## config.mk

```make
export PLATFORM = sky130hd
export DESIGN_NAME = mem_port_arbiter
export DESIGN_NICKNAME = d
export VERILOG_FILES = /design/src/rtl/mem_port_arbiter.sv
export SDC_FILE = /design/constraint.sdc
export NUM_CORES = 1
export LEC_CHECK = 0
export BUFFER_PORTS_ARGS = -buffer_cell sky130_fd_sc_hd__buf_4
export CAP_MARGIN = 10
export CORE_MARGIN = 2
export CORE_UTILIZATION = 31
export DETAILED_ROUTE_END_ITERATION = 10
export PLACE_DENSITY = 0.63
export RECOVER_POWER = 25
export SLEW_MARGIN = 0
export SYNTH_ARGS = -nofsm -noshare
export SYNTH_HDL_FRONTEND = slang
export SYNTH_SLANG_ARGS = --single-unit
```

## constraint.sdc

```tcl
create_clock -name clock -period 4.3 [get_ports clock]
set_input_delay 1.075 -clock clock [delete_from_list [all_inputs] [get_ports clock]]
set_output_delay 1.075 -clock clock [all_outputs]
set_load 0.01 [all_outputs]
```

## src/rtl/mem_port_arbiter.sv

```systemverilog
// Arbitrates one single-ported memory between instruction fetch and load/store,
// with a one-entry tagged instruction buffer and a per-transaction timeout.
module mem_port_arbiter #(
  parameter int unsigned TIMEOUT = 256
) (
  input  logic        clock,
  input  logic        reset,
  input  logic        if_req,
  input  logic [31:0] if_addr,
  output logic [31:0] if_instr,
  output logic        if_valid,
  input  logic [31:0] d_addr,
  input  logic        d_read_enable,
  input  logic        d_write_enable,
  input  logic [31:0] d_wdata,
  input  logic [3:0]  d_wstrb,
  output logic [31:0] d_rdata,
  output logic        d_rvalid,
  output logic        d_wready,
  output logic [31:0] mem_addr,
  output logic        mem_read_enable,
  output logic        mem_write_enable,
  output logic [31:0] mem_wdata,
  output logic [3:0]  mem_wstrb,
  input  logic [31:0] mem_rdata,
  input  logic        mem_rvalid,
  input  logic        mem_wready,
  output logic        bus_error
);

  localparam int unsigned CNT_W = (TIMEOUT > 1) ? $clog2(TIMEOUT) : 1;
  localparam logic [CNT_W-1:0] TMO_LAST = CNT_W'(TIMEOUT - 1);

  typedef enum logic [1:0] {IDLE, FETCH, DATA} state_t;

  state_t            state;
  state_t            state_next;
  logic [31:0]       fetch_addr;
  logic [31:0]       fetch_tag;
  logic [31:0]       buf_instr;
  logic [31:0]       buf_tag;
  logic              buf_valid;
  logic [CNT_W-1:0]  tmo_cnt;

  logic d_req;
  logic fetch_done;
  logic data_done;
  logic tmo_hit;
  logic store_hit;

  assign if_valid = buf_valid && (buf_tag == if_addr);
  assign if_instr = buf_instr;
  assign d_rdata  = mem_rdata;

  assign d_req      = d_read_enable || d_write_enable;
  assign fetch_done = (state == FETCH) && mem_rvalid;
  assign data_done  = (state == DATA) &&
                      ((mem_rvalid && d_read_enable) || (mem_wready && d_write_enable));
  // Timeout only fires while a request is still waiting; completion takes priority.
  assign tmo_hit    = (TIMEOUT != 0) && (tmo_cnt == TMO_LAST) &&
                      (((state == FETCH) && !mem_rvalid) ||
                       ((state == DATA) && d_req && !data_done));
  // A completing store into the buffered word invalidates the buffer.
  assign store_hit  = (state == DATA) && mem_wready && d_write_enable &&
                      (d_addr[31:2] == buf_tag[31:2]);

  // State register.
  always_ff @(posedge clock) begin
    if (reset) begin
      state <= IDLE;
    end else begin
      state <= state_next;
    end
  end

  // Next-state logic: data side has priority over fetch in IDLE.
  always_comb begin
    state_next = state;
    case (state)
      IDLE: begin
        if (d_req) begin
          state_next = DATA;
        end else if (if_req && !if_valid) begin
          state_next = FETCH;
        end
      end
      FETCH: begin
        if (fetch_done || tmo_hit) begin
          state_next = IDLE;
        end
      end
      DATA: begin
        if (data_done || !d_req || tmo_hit) begin
          state_next = IDLE;
        end
      end
      default: state_next = IDLE;
    endcase
  end

  // Memory-side and data-return outputs per state.
  always_comb begin
    mem_addr         = 32'h0;
    mem_read_enable  = 1'b0;
    mem_write_enable = 1'b0;
    mem_wdata        = 32'h0;
    mem_wstrb        = 4'h0;
    d_rvalid         = 1'b0;
    d_wready         = 1'b0;
    case (state)
      FETCH: begin
        mem_addr        = fetch_addr;
        mem_read_enable = 1'b1;
      end
      DATA: begin
        mem_addr         = d_addr;
        mem_read_enable  = d_read_enable;
        mem_write_enable = d_write_enable;
        mem_wdata        = d_wdata;
        mem_wstrb        = d_wstrb;
        d_rvalid         = mem_rvalid && d_read_enable;
        d_wready         = mem_wready && d_write_enable;
      end
      default: ;
    endcase
  end

  // Fetch target latch, instruction buffer, timeout counter and error pulse.
  always_ff @(posedge clock) begin
    if (reset) begin
      fetch_addr <= 32'h0;
      fetch_tag  <= 32'h0;
      buf_instr  <= 32'h0;
      buf_tag    <= 32'h0;
      buf_valid  <= 1'b0;
      tmo_cnt    <= '0;
      bus_error  <= 1'b0;
    end else begin
      bus_error <= tmo_hit;
      if (state == IDLE) begin
        tmo_cnt <= '0;
      end else begin
        tmo_cnt <= tmo_cnt + CNT_W'(1);
      end
      if ((state == IDLE) && !d_req && if_req && !if_valid) begin
        fetch_addr <= {if_addr[31:2], 2'b00};
        fetch_tag  <= if_addr;
      end
      if (fetch_done) begin
        buf_instr <= mem_rdata;
        buf_tag   <= fetch_tag;
        buf_valid <= 1'b1;
      end else if (store_hit) begin
        buf_valid <= 1'b0;
      end
    end
  end

endmodule
```

==> impl_metrics.toml, run 1 <==
[placed_design]
place_hpwl_um = 12660
io_buffers = 276
place_inst = 1151
gp_congestion = 0.7602
placed_area_um2 = 7777

[drt]
wl_per_cell_um = 15.29
drt_wl_total_um = 17840
vias_per_cell = 4.653
antenna_left = 0
drt_iter0_drc = 323
drc = 0
vias = 5430
drt_pass1_iterations = 4

[floorplan]
die_x_um = 140.7
dieArea_um2 = 19800
io_pins = 277
die_y_um = 140.7
initial_core_util_pct = 31.30
coreArea_um2 = 18520
num_rows = 50

[global_routing]
grt_pass1_vias = 5084
grt_max_degree = 113
grt_usage_pct = 17.29
gr-total-overflow = 0
grt_pass1_wl_um = 27210
grt_antenna_before_repair = 0

[power]
powerDensity_nw_per_um2 = 328.2
switchingPower_mw = 0.6960
p_int_mw = 1.937
power.share.clock_pct = 40.0
peakVddDrop_v = 0.0002310
seqPwrFrac_pct = 39.3
swShare_pct = 26.43
p_comb_share_pct = 20.6
p_leak_nw = 3.254

[setup_path]
reg2reg_to = "buf_valid"
r2r_slack_ps = 1630
critPathMostFrequentCell = "buf_4"
cp.required_ps = 3220
cp_max_fo = 2
path_class = "input port to output pin"
worstSetupEndpointType = "output pin"
reg2reg_depth = 8
path_cells = "buf_4 > xor2_1 > nor4_1 > nand4_1 > nor3_1 > buf_4"
cp.arrival_ps = 2620
crit_buf_inv = 2
cp_top_family = "simple AND/OR/NAND/NOR gates"
worstReg2RegStart = "state[0]"
max_stage_delay_ps = 500
critPathSlowestCell = "nor4_1"
cp-start-kind = "input port"

[clock_tree]
clk_path_buf_depth = 2
post_cts.repair.setup_buffers = 0
cts_tree = "built"
cts_made_buffers = 9
clkTransAtPathRegs_ps = 70
cts_resized = 0
root_buffer = "clkbuf_16"
h-tree-depth = 3
clk_latency_ps = 360
cts_hold_buf = 0
cts_sinks = 108

[sta]
worst_pin_slew_ps = 1948
fin_setup_tns_ps = 0
fin_crit_sh_pct = 86.02
max_slew_margin_pct = -29.86
fin_skew_ps = 10.52
finalCriticalPeriod_ps = 3699
drv_slew = 177
hold_slack_ps = 454.2
fmax_mhz = 270.3
hold_viol = 0
setup_violations = 0
rsz0062_at_grt = "false"

[yosys]
synth_fa_ha_area_share_pct = 0.8636
synth_edf_count = 0
synth_top_area_share_pct = 37.31
synth_top_family_by_area = "simple AND/OR/NAND/NOR gates"
netlist_top_cells_area = "dfxtp_1 37%, nand2_1 8.7%, nand2b_1 6.9%, xor2_1 6.8%, a21oi_1 5.9%"
syn-num-nets = 857
synthXorXnorAreaFrac_pct = 10.28
synth_seq_cells = 108
synth-compound-area-share_pct = 10.34
synth_most_common_cell = "nand2_1"
syn_area_per_cell_um2 = 8.117
muxShareOfSynthArea_pct = 5.721
synthDistinctLibCells = 29
synth-main-ff-cell = "dfxtp_1"
syn_inst = 714
seq_area_frac_synth_pct = 37.31
ys_warn_count = 0
synth_common_cells = "134 x nand2_1, 108 x dfxtp_1, 68 x a21oi_1"
async_flop_share_pct = 0
yosysTopAreaCell = "dfxtp_1"
synth_area_um2 = 5796
synth_simple_gate_area_share_pct = 27.66

[outcome]
status = "complete, but fails checks"
violations = "max-capacitance violations, max-slew violations"

[min_path]
hold_path_class = "register to register"
hold_end = "if_instr[27]"
holdCritStartpoint = "if_instr[27]"
whs_path_depth = 2

[cells_and_area]
num_antenna_cells = 0
final_area_um2 = 8023
drive_gt1_share_pct = 28.94
area_growth_pct = 38.43
final_cells = 1167
nets = 1071

[run]
cap_violations = 2
## per-layer routing
layer	routed length, um	vias up	track usage, %
met4	247	0	5.368
met2	8545	168	28.32
met1	7948	2516	22.92
li1	-	2727	-
met3	1103	19	3.601
met5	0	-	0
## power by group through the flow
stage | Combinational (mW) | Sequential [mW] | Clock (mW)
after global placement | 0.549 | 1.06 | 0
after floorplan | 0.278 | 1.06 | 0
after global routing | 0.590 | 1.04 | 1.12
after detailed placement | 0.551 | 1.06 | 0
final | 0.544 | 1.04 | 1.05
after CTS | 0.553 | 1.04 | 1.08
## metrics by stage
stage          utilization, %  setup slack [ps]  total power [mW]
2_1_floorplan               -              1264             1.337
3_3_place_gp            42.00             592.2             1.608
3_5_place_dp            42.00             671.3             1.610
4_1_cts                 44.06             660.6             2.672
5_1_grt                 43.32             533.7             2.748
6_report                43.32             601.0             2.633
## worst min-delay path, stage by stage, from the launching register on
cell	delay [ps]
dfxtp_1	310
nand2_1	50
a21oi_1	50
## how the worst max path moves through the flow
| stage | from | end | slack [ps] | cells after the start |
|---|---|---|---|---|
| CTS | if_addr[0] | if_valid | 660 | 6 |
| global placement | if_addr[0] | if_valid | 590 | 6 |
| floorplan | if_addr[6] | if_valid | 1260 | 4 |
| detailed placement | if_addr[0] | if_valid | 670 | 6 |
| global route | if_addr[25] | if_valid | 530 | 6 |
| finish | if_addr[30] | if_valid | 600 | 6 |
## final cells by class
cell class / count / area (um^2)
Timing Repair Buffer: 282 / 1981
Fill cell: 1912 / 10500
Clock buffer: 9 / 225.2
Sequential cell: 108 / 2162
Tap cell: 234 / 292.8
Inverter: 4 / 15.01
Clock inverter: 7 / 156.4
Multi-Input combinational cell: 523 / 3191
## registers in the layout, indices dropped and copies added (netlist names)
signal / cells
if_instr: 32
buf_valid: 1
bus_error: 1
state: 2
tmo_cnt: 8
buf_tag: 32
fetch_tag: 32
## logic make-up after synthesis
group,after synthesis
xor gates and xnor gates,68
buffers and inverters,83
and+or+nand+nor,316
adders and majority gates,4
AOI/OAI and AO/OA,102
muxes,33
DFF,108
## cells in the final DEF, fill, tap and decap left out, types with 2 or more instances in the layout
cell type and count:
nand3_1 7, and3_1 3, nor3b_1 2, xor2_1 45, buf_4 245, bufinv_16 4
ha_1 3, clkbuf_2 2, xnor2_1 23, dfxtp_1 108, clkbuf_1 35, mux2i_1 32
and2_1 39, nor2b_1 31, nor3_1 2, clkbuf_16 9, a22oi_1 31, nand2b_1 64
nor2_1 12, nand4_1 7, nand2_1 133, inv_1 4, nor4_1 11, a21oi_1 68
(Power assumes the default switching activity.)
==> run 2, diff against run 1 <==
- clock period: 4.3 -> 4.5 ns (I/O delays scaled with it)
==> run 2 against run 1 <==
  * Core utilization decreased by 0.73 points
  * Via count decreased by 2.3%
  * The flow still finishes with violations (max-capacitance violations, max-slew violations)
  * Critical path depth unchanged
  * Highest routed layer unchanged
  * Combinational power decreased by 5.7%
  * Critical path type unchanged
  * Routed wire length decreased by 1.5%
  * Global-route usage about the same
  * Worst setup slack improved by 0.59 ps
  * Design area decreased by 1.7%
  * Sequential share of layout area increased by 0.46 points
==> impl_metrics.toml, run 2 (synthesis results as in run 1) <==
[outcome]
status = "complete, but fails checks"
violations = "max-capacitance violations, max-slew violations"

[setup_path]
crit_buf_inv = 2
worstReg2RegStart = "state[1]"
worstSetupEndpointType = "output pin"
cp_max_fo = 2
max_stage_delay_ps = 510
cp-start-kind = "input port"
critPathMostFrequentCell = "buf_4"
path_class = "input port to output pin"
path_cells = "buf_4 > xor2_1 > nor4_1 > nand4_1 > nor3_1 > buf_4"
r2r_slack_ps = 1620
reg2reg_depth = 7
critPathSlowestCell = "nor4_1"
cp.arrival_ps = 2770
cp_top_family = "simple AND/OR/NAND/NOR gates"
reg2reg_to = "buf_tag[3]"
worstSetupStartpoint = "if_addr[0]"
cp.required_ps = 3380

[drt]
vias = 5307
antenna_left = 0
wl_per_cell_um = 15.03
drt_pass1_iterations = 5
vias_per_cell = 4.540
drt_iter0_drc = 238
drc = 0
drt_wl_total_um = 17580

[power]
swShare_pct = 28.13
switchingPower_mw = 0.6465
seqPwrFrac_pct = 43.1
power.share.clock_pct = 34.6
p_comb_share_pct = 22.3
p_leak_nw = 3.161
powerDensity_nw_per_um2 = 291.4
p_int_mw = 1.652
peakVddDrop_v = 0.0001724

[clock_tree]
clk_latency_ps = 350
cts_resized = 0
cts_made_buffers = 9
cts_sinks = 108
cts_hold_buf = 0
cts_tree = "built"
clkTransAtPathRegs_ps = 70
root_buffer = "clkbuf_16"
post_cts.repair.setup_buffers = 0
h-tree-depth = 3
clk_path_buf_depth = 2

[global_routing]
grt_pass1_vias = 5048
grt_antenna_before_repair = 0
grt_usage_pct = 17.24
grt_max_degree = 71
grt_pass1_wl_um = 27170
gr-total-overflow = 0

[sta]
fin_setup_tns_ps = 0
setup_violations = 0
fin_skew_ps = 10.74
max_slew_margin_pct = -83.91
fin_crit_sh_pct = 86.63
hold_viol = 0
fmax_mhz = 256.5
rsz0062_at_grt = "false"
worst_pin_slew_ps = 2759
finalCriticalPeriod_ps = 3898
drv_slew = 71

[placed_design]
place_inst = 1153
io_buffers = 276
gp_congestion = 0.7783
place_hpwl_um = 12810

[min_path]
holdCritStartpoint = "if_instr[13]"
hold_end = "if_instr[13]"
hold_path_class = "register to register"
whs_path_depth = 2

[cells_and_area]
num_antenna_cells = 0
nets = 1073
drive_gt1_share_pct = 27.06
final_cells = 1169
ff_latch_area_um2 = 2162
final_cell_mix = "231 x buf_4, 133 x nand2_1, 108 x dfxtp_1"
nFillCells = 1957
multi_input_area_um2 = 3191
final_common_cell = "buf_4"
area_growth_pct = 36.10

[floorplan]
initial_core_util_pct = 31.30
dieArea_um2 = 19800
die_x_um = 140.7
coreArea_um2 = 18520
io_pins = 277
die_y_um = 140.7
num_rows = 50

[run]
cap_violations = 1
==> run 2: per-layer routing <==
metal  vias to the layer above  GRT usage [%]  share of wire [%]
li1                       2728              -                  -
met5                         -              0                  0
met1                      2383          23.00                 45
met4                         0          5.632                1.9
met3                        19          4.416                6.4
met2                       177          27.32                 47
==> run 2: how the worst max path moves through the flow <==
stage                          to  slack [ps]  cells after the start
global route        fetch_tag[24]         610                      4
finish                   if_valid         600                      6
global placement         if_valid         700                      6
floorplan                if_valid        1360                      4
CTS                      if_valid         700                      6
detailed placement       if_valid         720                      6
==> run 2: power by group through the flow <==
stage	clock (mW)	sequential [mW]	combinational (mW)
floorplan	0	1.01	0.266
global placement	0	1.01	0.527
global route	0.867	0.993	0.556
detailed placement	0	1.01	0.527
finish	0.796	0.990	0.513
CTS	0.823	0.990	0.528
==> run 2: tightest hold or removal path, delay by kind of cell, from the launching register on <==
| kind | cells | cell delay (ps) |
|---|---|---|
| flip-flops | 1 | 310 |
| AND/OR/NAND/NOR | 1 | 50 |
| AO/OA/AOI/OAI | 1 | 50 |
==> run 2: metrics by stage <==
| step | area [um^2] | worst slack (ps) | power, mW | hold WS, ps | util, % |
|---|---|---|---|---|---|
| 4_1_cts | 8087 | 701.1 | 2.342 | 456.4 | 43.67 |
| 3_3_place_gp | 7792 | 699.4 | 1.538 | 440.6 | 42.08 |
| 3_5_place_dp | 7792 | 722.2 | 1.539 | 446.6 | 42.08 |
| 6_report | 7888 | 601.6 | 2.298 | 452.4 | 42.59 |
| 2_1_floorplan | 5796 | 1364 | 1.278 | 429.9 | - |
| 5_1_grt | 7888 | 608.8 | 2.415 | 471.4 | 42.59 |
==> run 2: final cells by class <==
| type | instances | share of cell area (%) |
|---|---|---|
| Clock buffer | 12 | 3.252 |
| Clock inverter | 4 | 0.4759 |
| Inverter | 4 | 0.1904 |
| Multi-Input combinational cell | 523 | 40.45 |
| Sequential cell | 108 | 27.41 |
| Tap cell | 234 | 3.712 |
| Timing Repair Buffer | 284 | 24.51 |
==> run 3, diff against run 2 <==
- CORE_UTILIZATION: 31 -> 45
- PLACE_DENSITY: 0.63 -> 0.84
==> run 3 against run 2 <==
  * The run still ends with max-capacitance violations, max-slew violations left
  * Power grew 0.38%
  * Critical endpoint unchanged
  * Design area decreased by 0.17%
  * Largest cell class unchanged
  * Register-to-register slack gained 470 ps
  * First-iteration DRC count grew 45%
  * Core utilization is 20 points higher
  * Flip-flop and latch count stayed put
  * Critical path depth unchanged
  * Largest power group unchanged
==> impl_metrics.toml, run 3 (synthesis results as in run 1) <==
[outcome]
status = "complete, but fails checks"
violations = "max-capacitance violations, max-slew violations"

[setup_path]
cp_max_fo = 2
path_cells = "buf_4 > xor2_1 > nor4_1 > nand4_1 > nor3_1 > buf_4"
reg2reg_to = "buf_valid"
worstReg2RegStart = "state[0]"
cp.required_ps = 3380
cp-endpoint = "if_valid"
reg2reg_depth = 8
max_stage_delay_ps = 330
path_class = "input port to output pin"
cp-start-kind = "input port"
critPathMostFrequentCell = "buf_4"
cp.arrival_ps = 2370
critPathSlowestCell = "nor4_1"
worstSetupEndpointType = "output pin"
r2r_slack_ps = 2090
worstSetupStartpoint = "if_addr[6]"

[sta]
max_slew_margin_pct = -51.33
worst_pin_slew_ps = 2270
finalCriticalPeriod_ps = 3500
drv_slew = 134
fin_setup_tns_ps = 0
setup_violations = 0
hold_viol = 0
fin_skew_ps = 10.51
fmax_mhz = 285.7
rsz0062_at_grt = "false"
fin_crit_sh_pct = 77.77

[clock_tree]
clkTransAtPathRegs_ps = 70
root_buffer = "clkbuf_16"
cts_made_buffers = 9
cts_hold_buf = 0
cts_sinks = 108
cts_tree = "built"
clk_path_buf_depth = 2
clk_latency_ps = 350
cts_resized = 0
h-tree-depth = 3
post_cts.repair.setup_buffers = 0

[run]
cap_violations = 1

[cells_and_area]
area_growth_pct = 35.86
final_cells = 1105
final_common_cell = "buf_4"
nets = 1072
num_antenna_cells = 0
final_cell_mix = "249 x buf_4, 133 x nand2_1, 108 x dfxtp_1"
drive_gt1_share_pct = 29.05
nFillCells = 1171

[global_routing]
grt_usage_pct = 24.03
grt_pass1_wl_um = 26720
grt_antenna_before_repair = 0
grt_pass1_vias = 5312
grt_max_degree = 134
gr-total-overflow = 0

[drt]
drt_iter0_drc = 346
antenna_left = 0
drt_pass1_iterations = 5
drt_wl_total_um = 17030
vias_per_cell = 5.032
vias = 5560
wl_per_cell_um = 15.41
drc = 0

[power]
p_leak_nw = 3.223
powerDensity_nw_per_um2 = 293.0
peakVddDrop_v = 0.0001966
power.total_mw = 2.307

[floorplan]
initial_core_util_pct = 45.93
num_rows = 41
die_y_um = 117.5
coreArea_um2 = 12620
dieArea_um2 = 13800
io_pins = 277
die_x_um = 117.5

[min_path]
hold_path_class = "register to register"

[placed_design]
place_inst = 1090
io_buffers = 276
place_hpwl_um = 12540
gp_congestion = 0.8416
run 3: cell types whose count changed in the layout (fill, tap and decap cells not counted), sizes merged:
| cell | change |
|---|---|
| clkinvlp | +1 |
| inv | -3 |
| buf | +18 |
| bufinv | +1 |
| clkbuf | -19 |
run 3: worst min path at each step:
stage          depth (start not counted)          from           end  slack, ps
6_report                               2  if_instr[20]  if_instr[20]        450
2_1_floorplan                          1    tmo_cnt[0]    tmo_cnt[0]        430
4_1_cts                                2  if_instr[22]  if_instr[22]        460
3_5_place_dp                           2  if_instr[22]  if_instr[22]        450
5_1_grt                                2   if_instr[9]   if_instr[9]        470
3_3_place_gp                           2  if_instr[10]  if_instr[10]        440
run 3: power breakdown:
| group | switching [mW] | internal [mW] | total [mW] | leakage, nW |
|---|---|---|---|---|
| Clock | 0.354 | 0.447 | 0.801 | 0.139 |
| Combinational | 0.251 | 0.265 | 0.516 | 2.21 |
| Sequential | 0.0142 | 0.976 | 0.990 | 0.872 |
run 3: critical path: cells and delay by family:
| kind | cells | cell delay (ps) |
|---|---|---|
| buffers and inverters | 2 | 280 |
| xor gates and xnor gates | 1 | 190 |
| and+or+nand+nor | 3 | 780 |
run 3: layout make-up:
type,instances,area [um^2],share of cell area (%)
Clock inverter,3,46.29,0.5880
Tap cell,172,215.2,2.733
Sequential cell,108,2162,27.46
Multi-Input combinational cell,523,3191,40.52
Inverter,4,15.01,0.1907
Clock buffer,12,246.5,3.130
Timing Repair Buffer,283,1998,25.38
run 3: metal layers:
metal / vias to the layer above / global-route usage [%] / wire (um)
met5: - / 0 / 0
met4: 0 / 9.036 / 440
met3: 30 / 6.395 / 1434
met2: 245 / 40.61 / 8188
met1: 2552 / 29.35 / 6967
li1: 2733 / - / -
run 3: stage by stage:
step,area (um^2),util [%],hold WS (ps),setup WS (ps)
CTS,8000,63.39,456.4,995.4
global route,7874,62.39,472.1,897.2
global placement,7707,61.07,441.5,981.4
floorplan,5796,-,429.9,1364
detailed placement,7707,61.07,446.6,961.3
finish,7874,62.39,453.1,1000
